File: src/rtl/decode_pkg.sv
// Shared definitions for the RV32I decode stage.
// Contents: base opcode values, funct7 qualifiers, the instruction format
// enumeration reported on o_fmt, and the only two legal SYSTEM funct3=0
// encodings (ECALL and EBREAK).
package decode_pkg;

   localparam logic [6:0] OPC_LUI      = 7'b0110111;
   localparam logic [6:0] OPC_AUIPC    = 7'b0010111;
   localparam logic [6:0] OPC_JAL      = 7'b1101111;
   localparam logic [6:0] OPC_JALR     = 7'b1100111;
   localparam logic [6:0] OPC_BRANCH   = 7'b1100011;
   localparam logic [6:0] OPC_LOAD     = 7'b0000011;
   localparam logic [6:0] OPC_STORE    = 7'b0100011;
   localparam logic [6:0] OPC_OP_IMM   = 7'b0010011;
   localparam logic [6:0] OPC_OP       = 7'b0110011;
   localparam logic [6:0] OPC_MISC_MEM = 7'b0001111;
   localparam logic [6:0] OPC_SYSTEM   = 7'b1110011;

   localparam logic [6:0] F7_BASE   = 7'b0000000;
   localparam logic [6:0] F7_ALT    = 7'b0100000;  // SUB / SRA / SRAI
   localparam logic [6:0] F7_MULDIV = 7'b0000001;

   localparam logic [31:0] INST_ECALL  = 32'h0000_0073;
   localparam logic [31:0] INST_EBREAK = 32'h0010_0073;

   typedef enum logic [2:0] {
      FMT_R    = 3'd0,
      FMT_I    = 3'd1,
      FMT_S    = 3'd2,
      FMT_B    = 3'd3,
      FMT_U    = 3'd4,
      FMT_J    = 3'd5,
      FMT_NONE = 3'd6
   } fmt_e;

endpackage

File: src/rtl/decode_stage_imm_gen.sv
// Immediate generator: combinational instruction + format -> immediate.
// Ports:
//   i_inst  instruction bits [31:7] (the opcode bits never contribute)
//   i_fmt   decoded instruction format
//   o_imm   immediate, sign-extended to DW (zero for R / NONE)
module imm_gen
   import decode_pkg::*;
#(
   parameter int DW = 32
) (
   input  logic [31:7]   i_inst,
   input  fmt_e          i_fmt,
   output logic [DW-1:0] o_imm
);

   // Assemble the immediate field for the given format
   always_comb begin
      o_imm = {DW{1'b0}};
      case (i_fmt)
         FMT_I:   o_imm = {{(DW-12){i_inst[31]}}, i_inst[31:20]};
         FMT_S:   o_imm = {{(DW-12){i_inst[31]}}, i_inst[31:25], i_inst[11:7]};
         FMT_B:   o_imm = {{(DW-13){i_inst[31]}}, i_inst[31], i_inst[7],
                           i_inst[30:25], i_inst[11:8], 1'b0};
         FMT_U:   o_imm = {i_inst[31:12], {(DW-20){1'b0}}};
         FMT_J:   o_imm = {{(DW-21){i_inst[31]}}, i_inst[31], i_inst[19:12],
                           i_inst[20], i_inst[30:21], 1'b0};
         default: o_imm = {DW{1'b0}};
      endcase
   end

endmodule

File: src/rtl/decode_stage.sv
// Registered RV32I decode stage between fetch and register read / execute.
// Decodes the incoming word combinationally and captures the result in a
// one-entry pipeline register with valid/ready handshakes on both sides.
// Ports:
//   i_clk, i_rst (sync, active-high), i_clk_en (global enable)
//   i_stall  freeze output register, refuse input
//   i_flush  drop held and incoming instruction
//   i_valid / o_ready / i_inst / i_pc        upstream handshake + payload
//   o_valid / i_ready                         downstream handshake
//   o_pc, o_opcode, o_funct3, o_funct7, o_rs1, o_rs2, o_rd, o_imm, o_fmt,
//   o_rs1_used, o_rs2_used, o_rd_we, o_illegal   registered decode results
module decode_stage
   import decode_pkg::*;
#(
   parameter int AW       = 32,
   parameter int DW       = 32,
   parameter bit EN_RVE   = 1'b0,
   parameter bit EN_M     = 1'b0,
   parameter bit EN_ZICSR = 1'b0
) (
   input  logic          i_clk,
   input  logic          i_rst,
   input  logic          i_clk_en,
   input  logic          i_stall,
   input  logic          i_flush,
   input  logic          i_valid,
   output logic          o_ready,
   input  logic [31:0]   i_inst,
   input  logic [AW-1:0] i_pc,
   output logic          o_valid,
   input  logic          i_ready,
   output logic [AW-1:0] o_pc,
   output logic [6:0]    o_opcode,
   output logic [2:0]    o_funct3,
   output logic [6:0]    o_funct7,
   output logic [4:0]    o_rs1,
   output logic [4:0]    o_rs2,
   output logic [4:0]    o_rd,
   output logic [DW-1:0] o_imm,
   output logic [2:0]    o_fmt,
   output logic          o_rs1_used,
   output logic          o_rs2_used,
   output logic          o_rd_we,
   output logic          o_illegal
);

   logic [6:0]    opcode_s;
   logic [2:0]    funct3_s;
   logic [6:0]    funct7_s;
   logic [4:0]    rs1_s;
   logic [4:0]    rs2_s;
   logic [4:0]    rd_s;
   fmt_e          fmt_s;
   logic [DW-1:0] imm_s;
   logic          rs1_use_raw_s;
   logic          rs2_use_raw_s;
   logic          rd_wr_fmt_s;
   logic          rd_we_raw_s;
   logic          enc_bad_s;
   logic          rve_bad_s;
   logic          illegal_s;
   logic          ready_s;
   logic          accept_s;
   logic          xfer_s;

   logic          valid_r;
   logic [AW-1:0] pc_r;
   logic [6:0]    opcode_r;
   logic [2:0]    funct3_r;
   logic [6:0]    funct7_r;
   logic [4:0]    rs1_r;
   logic [4:0]    rs2_r;
   logic [4:0]    rd_r;
   logic [DW-1:0] imm_r;
   fmt_e          fmt_r;
   logic          rs1_used_r;
   logic          rs2_used_r;
   logic          rd_we_r;
   logic          illegal_r;

   assign opcode_s = i_inst[6:0];
   assign funct3_s = i_inst[14:12];
   assign funct7_s = i_inst[31:25];
   assign rs1_s    = i_inst[19:15];
   assign rs2_s    = i_inst[24:20];
   assign rd_s     = i_inst[11:7];

   // Map opcode to instruction format
   always_comb begin
      fmt_s = FMT_NONE;
      case (opcode_s)
         OPC_LUI, OPC_AUIPC:                    fmt_s = FMT_U;
         OPC_JAL:                               fmt_s = FMT_J;
         OPC_JALR, OPC_LOAD, OPC_OP_IMM,
         OPC_SYSTEM, OPC_MISC_MEM:              fmt_s = FMT_I;
         OPC_STORE:                             fmt_s = FMT_S;
         OPC_BRANCH:                            fmt_s = FMT_B;
         OPC_OP:                                fmt_s = FMT_R;
         default:                               fmt_s = FMT_NONE;
      endcase
   end

   // Operand usage implied by the format, before the legality mask
   always_comb begin
      rs1_use_raw_s = 1'b0;
      rs2_use_raw_s = 1'b0;
      rd_wr_fmt_s   = 1'b0;
      case (fmt_s)
         FMT_R: begin
            rs1_use_raw_s = 1'b1;
            rs2_use_raw_s = 1'b1;
            rd_wr_fmt_s   = 1'b1;
         end
         FMT_I: begin
            // CSR immediate forms (funct3[2]=1) carry a uimm in the rs1 slot
            rs1_use_raw_s = !((opcode_s == OPC_SYSTEM) && funct3_s[2]);
            rd_wr_fmt_s   = 1'b1;
         end
         FMT_S, FMT_B: begin
            rs1_use_raw_s = 1'b1;
            rs2_use_raw_s = 1'b1;
         end
         FMT_U, FMT_J: begin
            rd_wr_fmt_s   = 1'b1;
         end
         default: begin
            rs1_use_raw_s = 1'b0;
            rs2_use_raw_s = 1'b0;
            rd_wr_fmt_s   = 1'b0;
         end
      endcase
   end

   assign rd_we_raw_s = rd_wr_fmt_s && (rd_s != 5'd0);

   // Per-opcode reserved / unsupported encoding check
   always_comb begin
      enc_bad_s = 1'b0;
      case (opcode_s)
         OPC_LUI, OPC_AUIPC, OPC_JAL, OPC_MISC_MEM: enc_bad_s = 1'b0;
         OPC_JALR:   enc_bad_s = (funct3_s != 3'd0);
         OPC_BRANCH: enc_bad_s = (funct3_s == 3'd2) || (funct3_s == 3'd3);
         OPC_LOAD:   enc_bad_s = (funct3_s == 3'd3) || (funct3_s == 3'd6) ||
                                 (funct3_s == 3'd7);
         OPC_STORE:  enc_bad_s = (funct3_s > 3'd2);
         OPC_OP_IMM: begin
            // Shift immediates reuse the upper bits as a funct7 qualifier
            if (funct3_s == 3'd1) begin
               enc_bad_s = (funct7_s != F7_BASE);
            end else if (funct3_s == 3'd5) begin
               enc_bad_s = (funct7_s != F7_BASE) && (funct7_s != F7_ALT);
            end else begin
               enc_bad_s = 1'b0;
            end
         end
         OPC_OP: begin
            enc_bad_s = !((funct7_s == F7_BASE) ||
                          ((funct7_s == F7_ALT) &&
                           ((funct3_s == 3'd0) || (funct3_s == 3'd5))) ||
                          ((funct7_s == F7_MULDIV) && EN_M));
         end
         OPC_SYSTEM: begin
            if (funct3_s != 3'd0) begin
               enc_bad_s = !EN_ZICSR;
            end else begin
               enc_bad_s = (i_inst != INST_ECALL) && (i_inst != INST_EBREAK);
            end
         end
         default:    enc_bad_s = 1'b1;
      endcase
   end

   // RV32E only has x0..x15; any referenced index with bit 4 set is out of range
   assign rve_bad_s = EN_RVE && ((rs1_use_raw_s && rs1_s[4]) ||
                                 (rs2_use_raw_s && rs2_s[4]) ||
                                 (rd_we_raw_s   && rd_s[4]));

   assign illegal_s = (i_inst[1:0] != 2'b11) || enc_bad_s || rve_bad_s;

   imm_gen #(
      .DW (DW)
   ) u_imm_gen (
      .i_inst (i_inst[31:7]),
      .i_fmt  (fmt_s),
      .o_imm  (imm_s)
   );

   // Handshake: a stalled stage neither accepts nor releases its word
   assign ready_s  = !i_stall && (!valid_r || i_ready);
   assign accept_s = i_valid && ready_s && !i_flush;
   assign xfer_s   = valid_r && i_ready && !i_stall;

   // Pipeline register; flush wins over accept and stall
   always_ff @(posedge i_clk) begin
      if (i_rst) begin
         valid_r    <= 1'b0;
         pc_r       <= {AW{1'b0}};
         opcode_r   <= 7'd0;
         funct3_r   <= 3'd0;
         funct7_r   <= 7'd0;
         rs1_r      <= 5'd0;
         rs2_r      <= 5'd0;
         rd_r       <= 5'd0;
         imm_r      <= {DW{1'b0}};
         fmt_r      <= FMT_NONE;
         rs1_used_r <= 1'b0;
         rs2_used_r <= 1'b0;
         rd_we_r    <= 1'b0;
         illegal_r  <= 1'b0;
      end else if (i_clk_en) begin
         if (i_flush) begin
            valid_r <= 1'b0;
         end else if (accept_s) begin
            valid_r    <= 1'b1;
            pc_r       <= i_pc;
            opcode_r   <= opcode_s;
            funct3_r   <= funct3_s;
            funct7_r   <= funct7_s;
            rs1_r      <= rs1_s;
            rs2_r      <= rs2_s;
            rd_r       <= rd_s;
            imm_r      <= imm_s;
            fmt_r      <= fmt_s;
            rs1_used_r <= rs1_use_raw_s && !illegal_s;
            rs2_used_r <= rs2_use_raw_s && !illegal_s;
            rd_we_r    <= rd_we_raw_s && !illegal_s;
            illegal_r  <= illegal_s;
         end else if (xfer_s) begin
            valid_r <= 1'b0;
         end else begin
            valid_r <= valid_r;
         end
      end else begin
         valid_r <= valid_r;
      end
   end

   assign o_ready    = ready_s;
   assign o_valid    = valid_r;
   assign o_pc       = pc_r;
   assign o_opcode   = opcode_r;
   assign o_funct3   = funct3_r;
   assign o_funct7   = funct7_r;
   assign o_rs1      = rs1_r;
   assign o_rs2      = rs2_r;
   assign o_rd       = rd_r;
   assign o_imm      = imm_r;
   assign o_fmt      = fmt_r;
   assign o_rs1_used = rs1_used_r;
   assign o_rs2_used = rs2_used_r;
   assign o_rd_we    = rd_we_r;
   assign o_illegal  = illegal_r;

endmodule

File: config.mk
export PLATFORM = sky130hd
export DESIGN_NAME = decode_stage
export DESIGN_NICKNAME = d
export VERILOG_FILES = /design/src/rtl/decode_pkg.sv /design/src/rtl/decode_stage_imm_gen.sv /design/src/rtl/decode_stage.sv
export SDC_FILE = /design/constraint.sdc
export NUM_CORES = 1
export LEC_CHECK = 0
export ABC_CLOCK_PERIOD_IN_PS = 4050
export CORE_ASPECT_RATIO = 0.8
export CORE_UTILIZATION = 40
export CTS_CLUSTER_DIAMETER = 50
export DETAILED_ROUTE_END_ITERATION = 8
export GPL_TIMING_DRIVEN = 0
export PLACE_DENSITY = 0.82
export SYNTH_ARGS = -nofsm -noshare
export SYNTH_HDL_FRONTEND = slang
export SYNTH_SLANG_ARGS = --single-unit
File: constraint.sdc
create_clock -name i_clk -period 4.05 [get_ports i_clk]
set_input_delay 0.405 -clock i_clk [delete_from_list [all_inputs] [get_ports i_clk]]
set_output_delay 0.405 -clock i_clk [all_outputs]
set_load 0.005 [all_outputs]
After elaboration in Yosys (flattened, before gate mapping):

Cells that the tools add are included.

* order comparisons: 1
* equality and inequality tests: 27
* muxes and demuxes: 12
* bitwise operators: 1
* reduce and logical (&&, ||, !) cells: 40

Operators with widths (number)
* 32-bit case mux with 5 select lines: 1
* 32-bit by 21-bit != test with 1-bit output (second input constant): 1
* 32-bit by 7-bit != test with 1-bit output (second input constant): 1
* 7-bit by 6-bit == test with 1-bit output (second input constant): 4
* 7-bit == test (second input constant): 4
* 3-bit case mux with 6 select lines: 1
* 3-bit == test (second input constant): 5
* 7-bit by 5-bit == test with 1-bit output (second input constant): 2
* 1-bit logical AND: 13
* 3-bit by 2-bit == test with 1-bit output (second input constant): 4
* 1-bit two-way mux: 8
* 1-bit case mux with 8 select lines: 1
* 4-bit OR reduction: 2
* 7-bit by 2-bit == test with 1-bit output (second input constant): 1
* 7-bit by 4-bit == test with 1-bit output (second input constant): 1
* 7-bit zero test: 1
* 1-bit logical OR: 7
* 7-bit by 6-bit != test with 1-bit output (second input constant): 1
* 7-bit nonzero test: 1
* 3-bit by 1-bit == test with 1-bit output (second input constant): 2
* 1-bit zero test: 6
* 3-bit zero test: 2
* 3-bit nonzero test: 2
* 5-bit nonzero test: 1
* 9 further kinds: 9

* register bits after elaboration: 104
* bits of input ports: 71
* word-level logic and storage cells: 95

Longest topological paths before layout:

* depth after elaboration: 9
* mapped depth: 8
* depth with buffers taken out: 6

Hierarchy:

From an unflattened synthesis, not the netlist that was laid out.

* cell total of the unflattened synthesis: 589
* area, all modules: 4450.5 µm²

By module, submodules not included
* decode_stage: instances 1, cells an instance 523, area each 4060.1 µm², seq. area each 2082.0 µm²
* imm_gen: instances 1, cells an instance 66, area each 390.4 µm², seq. area each 0.0 µm²

Worst setup path before layout:

OpenSTA, ideal clock, no wires.

* kind: input to register
* start point: input i_flush
* end point: register rs2_used_r (netlist: o_rs2_used)
* setup time: 0.069 ns
* arrival: 1.743 ns
* required time: 3.981 ns
* path slack: 2.238 ns
* stages on the path: 7
* buffers on the path: 1
* path through: and4bb_1 -> and2b_1 -> buf_4 -> nand2_2 -> or3_1 -> or3_1 -> o21ai_1

* word-level cells in the longest chain between the ends: 3
* elaborated cells on any way between the ends: 4

Ends and longest elaborated chain
* start: declaration: line decode_stage.sv:25 `input logic i_flush,`
* 1-bit zero test: line decode_stage.sv:190 `assign accept_s = i_valid && ready_s && !i_flush;`
* 1-bit logical AND: line decode_stage.sv:190
* 3-bit AND reduction (no line) (*)
* end signal: assignment: line decode_stage.sv:225 `rs2_used_r <= rs2_use_raw_s && !illegal_s;`
* end: declaration: line decode_stage.sv:77 `logic rs2_used_r;`

Every way passes the cells marked *; elsewhere a longest branch is shown, timed or not.
A chain may end at the register's enable or synchronous reset.

Worst setup path in the final report:

* start point: input i_inst[5]
* end point: register imm_r[18] (netlist: o_imm[18])

* word-level cells in the longest chain between the ends: 5
* elaborated cells on any way between the ends: 20

Ends and longest elaborated chain
* start: declaration: line decode_stage.sv:28 `input logic [31:0] i_inst,`
* 7-bit == test (tied with other cells): line decode_stage.sv:91 `case (opcode_s)`
* 5-bit OR reduction / 2-bit OR reduction (equally long branches): line decode_stage.sv:91
* 3-bit case mux with 6 select lines (*): line decode_stage.sv:91
* 3-bit == test (tied with other cells): line decode_stage_imm_gen.sv:19 `case (i_fmt)`
* 32-bit case mux with 5 select lines (*): line decode_stage_imm_gen.sv:19
* end signal: assignment: line decode_stage.sv:204 `imm_r <= {DW{1'b0}};`
* end signal: assignment: line decode_stage.sv:222 `imm_r <= imm_s;`
* end: declaration: line decode_stage.sv:74 `logic [DW-1:0] imm_r;`

Marked as above.

==> summary.txt <==
Cell Area, Synth: 0.00418 mm^2
Placer Congestion: 0.927
Final Slew Violations: 0
first-pass GRT wire length: 21800 um
Setup CP Type: primary input to flop
WL final: 14000 um
Async S/R FF share, synth: 0%
root buf cell: clkbuf_16
Starting DRT DRC Count: 419
Die X: 116 um
CP max stage delay: 0.62 ns
post-synthesis net count: 615
Residual DRC: 0
crit path DAT: 2.67 ns
Max Cap Viol: 0
Sink Count: 104
fin area: 0.00639 mm^2
sum of negative setup slack: 0 ns
Rows: 32
VDD IR max: 0.000201 V
largest net degree at the start of global routing: 18
CP Launch Point: i_inst[5]
core area: 0.00989 mm^2
Commonest cells post-synth: nand2_1, dfxtp_1, a21oi_1
count leader, synth: nand2_1
CP cell instances: clkdlybuf4s50_1 -> clkbuf_1 -> a211oi_1 -> o21ai_0 -> a21oi_1 -> a21oi_1 -> o21ai_0
post-synth top area share: 49.8%
vias per cell: 5.25
number of synthesized register bits: 104
Psw: 0.507 mW
hold depth: 2
combinational cell fraction of total power: 10.7%
status: finished clean
H-Tree Depth: 3
leakage power: 2.16 nW
clk slew on worst S/H paths: 0.07 ns
register area share after synthesis: 49.8%
Finish-stage setup viols: 0
Reg power frac: 48.8%
# port buffers: 174
# IOs: 176
Sw Share: 23.7%
Worst Path Buf+Inv: 2
post-CTS setup buffer count: 0
Filler cells: 855
Tcrit/Tclk final: 59.4%
post-layout util: 64.7%
Cells after Synth: 544
Pint: 1.63 mW
Slew HR: 51.6%
CP delay by family, top: compound AO/OA/AOI/OAI gates
GR Util All Layers: 26.2%
vias in the first global route: 4468
minimum clock period: 2.41 ns
Synth-to-Final Area Change: 52.8%
mean routed wirelength per cell: 16.1 um
CTS resizes: 0
fmax: 416 MHz
# hold bufs at CTS: 0
Worst Clk Skew: 0.00625 ns
Worst path slowest cell: a21oi_1
worst path required time: 4.31 ns
die span in y: 93.5 um
Post-synth EDFFs: 0
share of post-route cells with drive strength above 1: 4.36%
Worst Tran Pin Value: 0.727 ns
DR pass1 iterations: 6
r2r endpoint: o_imm[18]
HP Class: flop to flop
Syn. warnings: 0
syn avg cell area: 7.69 um^2
Initial Util: 42.3%
hpwl dp: 10600 um
r2r startpoint: o_valid
Crit Path Max Fanout: 10
worst-skew pair later-pin latency: 0.35 ns
Longest Clk Path Bufs: 2
CP endpoint kind: flop
CP Launch Type: primary input
ant diodes: 0
worst hold start: o_rs1_used
Netlist cell types: 47
clock tree from TritonCTS: done
die area: 0.0109 mm^2
DR vias: 4569
final hold vios: 0
internal reg-to-reg setup slack: 1.90 ns
PwrDens: 335 mW/mm^2
total congestion overflow: 0
cell taking the most area after synthesis: dfxtp_1
Synth area leaders: dfxtp_1, nand2_1, a21oi_1
Synth Flop Type: dfxtp_1
FF-to-FF path depth: 7
initial antenna violation count: 0
part of the power in the clock network: 40.5%
CTS buffer count: 9
fin nets: 800
worst hold endpoint: o_rs1_used
Final ANT Viol Nets: 0
Cell Area, Placed: 0.00610 mm^2
worst hold margin: 0.451 ns
RSZ-0062 raised after global routing: no
## final cells by class
type	count	area (um^2)	area share, %
clock buffer	10	229	3.58
inverter	5	18.8	0.293
tap	136	170	2.66
buffer	40	178	2.78
sequential	104	2080	32.6
clock inverter	6	70.1	1.10
multi-input combinational	395	1910	29.8
timing repair buffer	174	1740	27.2
## worst min-delay path, cell delays in order (launching register included)
cell and delay [ns]:
dfxtp_1 0.32, nand2_1 0.05, nand2_1 0.04
## per-stage QoR
stage	cells	setup slack [ns]	total power [mW]
after floorplan	544	2.24	1.15
after global placement	854	1.41	1.29
after detailed placement	854	1.40	1.29
after CTS	870	1.64	2.16
after global routing	870	1.47	2.22
final	870	1.64	2.14
## layout by cell type (no fill, tap or decap), types with 9 or more instances in the layout
master             n
clkdlybuf4s50_1  174
nand2_1          165
dfxtp_1          104
a21oi_1          102
o21ai_0           30
clkbuf_1          26
nor2_1            22
nor3_1             9
clkbuf_16          9
## registers in the layout (all words and copies together) (netlist names)
register and count:
o_fmt 3, o_rs1_used 1, o_illegal 1, o_rd_we 1, o_imm 32, o_opcode 7
o_rs2_used 1, o_rd 5, o_pc 32, o_funct3 3, o_rs2 5, o_rs1 5
o_valid 1, o_funct7 7
## power groups by stage
stage,clock network (mW),registers (mW),logic (mW)
after detailed placement,0,1.07,0.226
after CTS,0.887,1.04,0.228
after floorplan,0,1.07,0.0816
final,0.868,1.04,0.229
after global placement,0,1.07,0.223
after global routing,0.923,1.05,0.247
## cells by family after synthesis
kind of cell	synth area share [%]
compound gates	22.4
xor+xnor	0.209
fa+ha+maj	0.239
buf+inv	4.69
flops	49.8
simple gates	22.7
## routing by layer
layer  wire length [um]  global-route usage, %
met1               5730                   31.6
met2               6610                   44.0
met3               1450                   7.52
met4                234                   9.40
met5                  0                      0
## worst max path at each step
stage	slack (ns)	end	depth (start not counted)
2_1_floorplan	2.24	o_rs2_used	7
3_3_place_gp	1.41	o_rs2_used	7
3_5_place_dp	1.40	o_rs2_used	7
4_1_cts	1.64	o_imm[18]	7
5_1_grt	1.47	o_imm[18]	7
6_report	1.64	o_imm[18]	7
(Power assumes the default switching activity.)
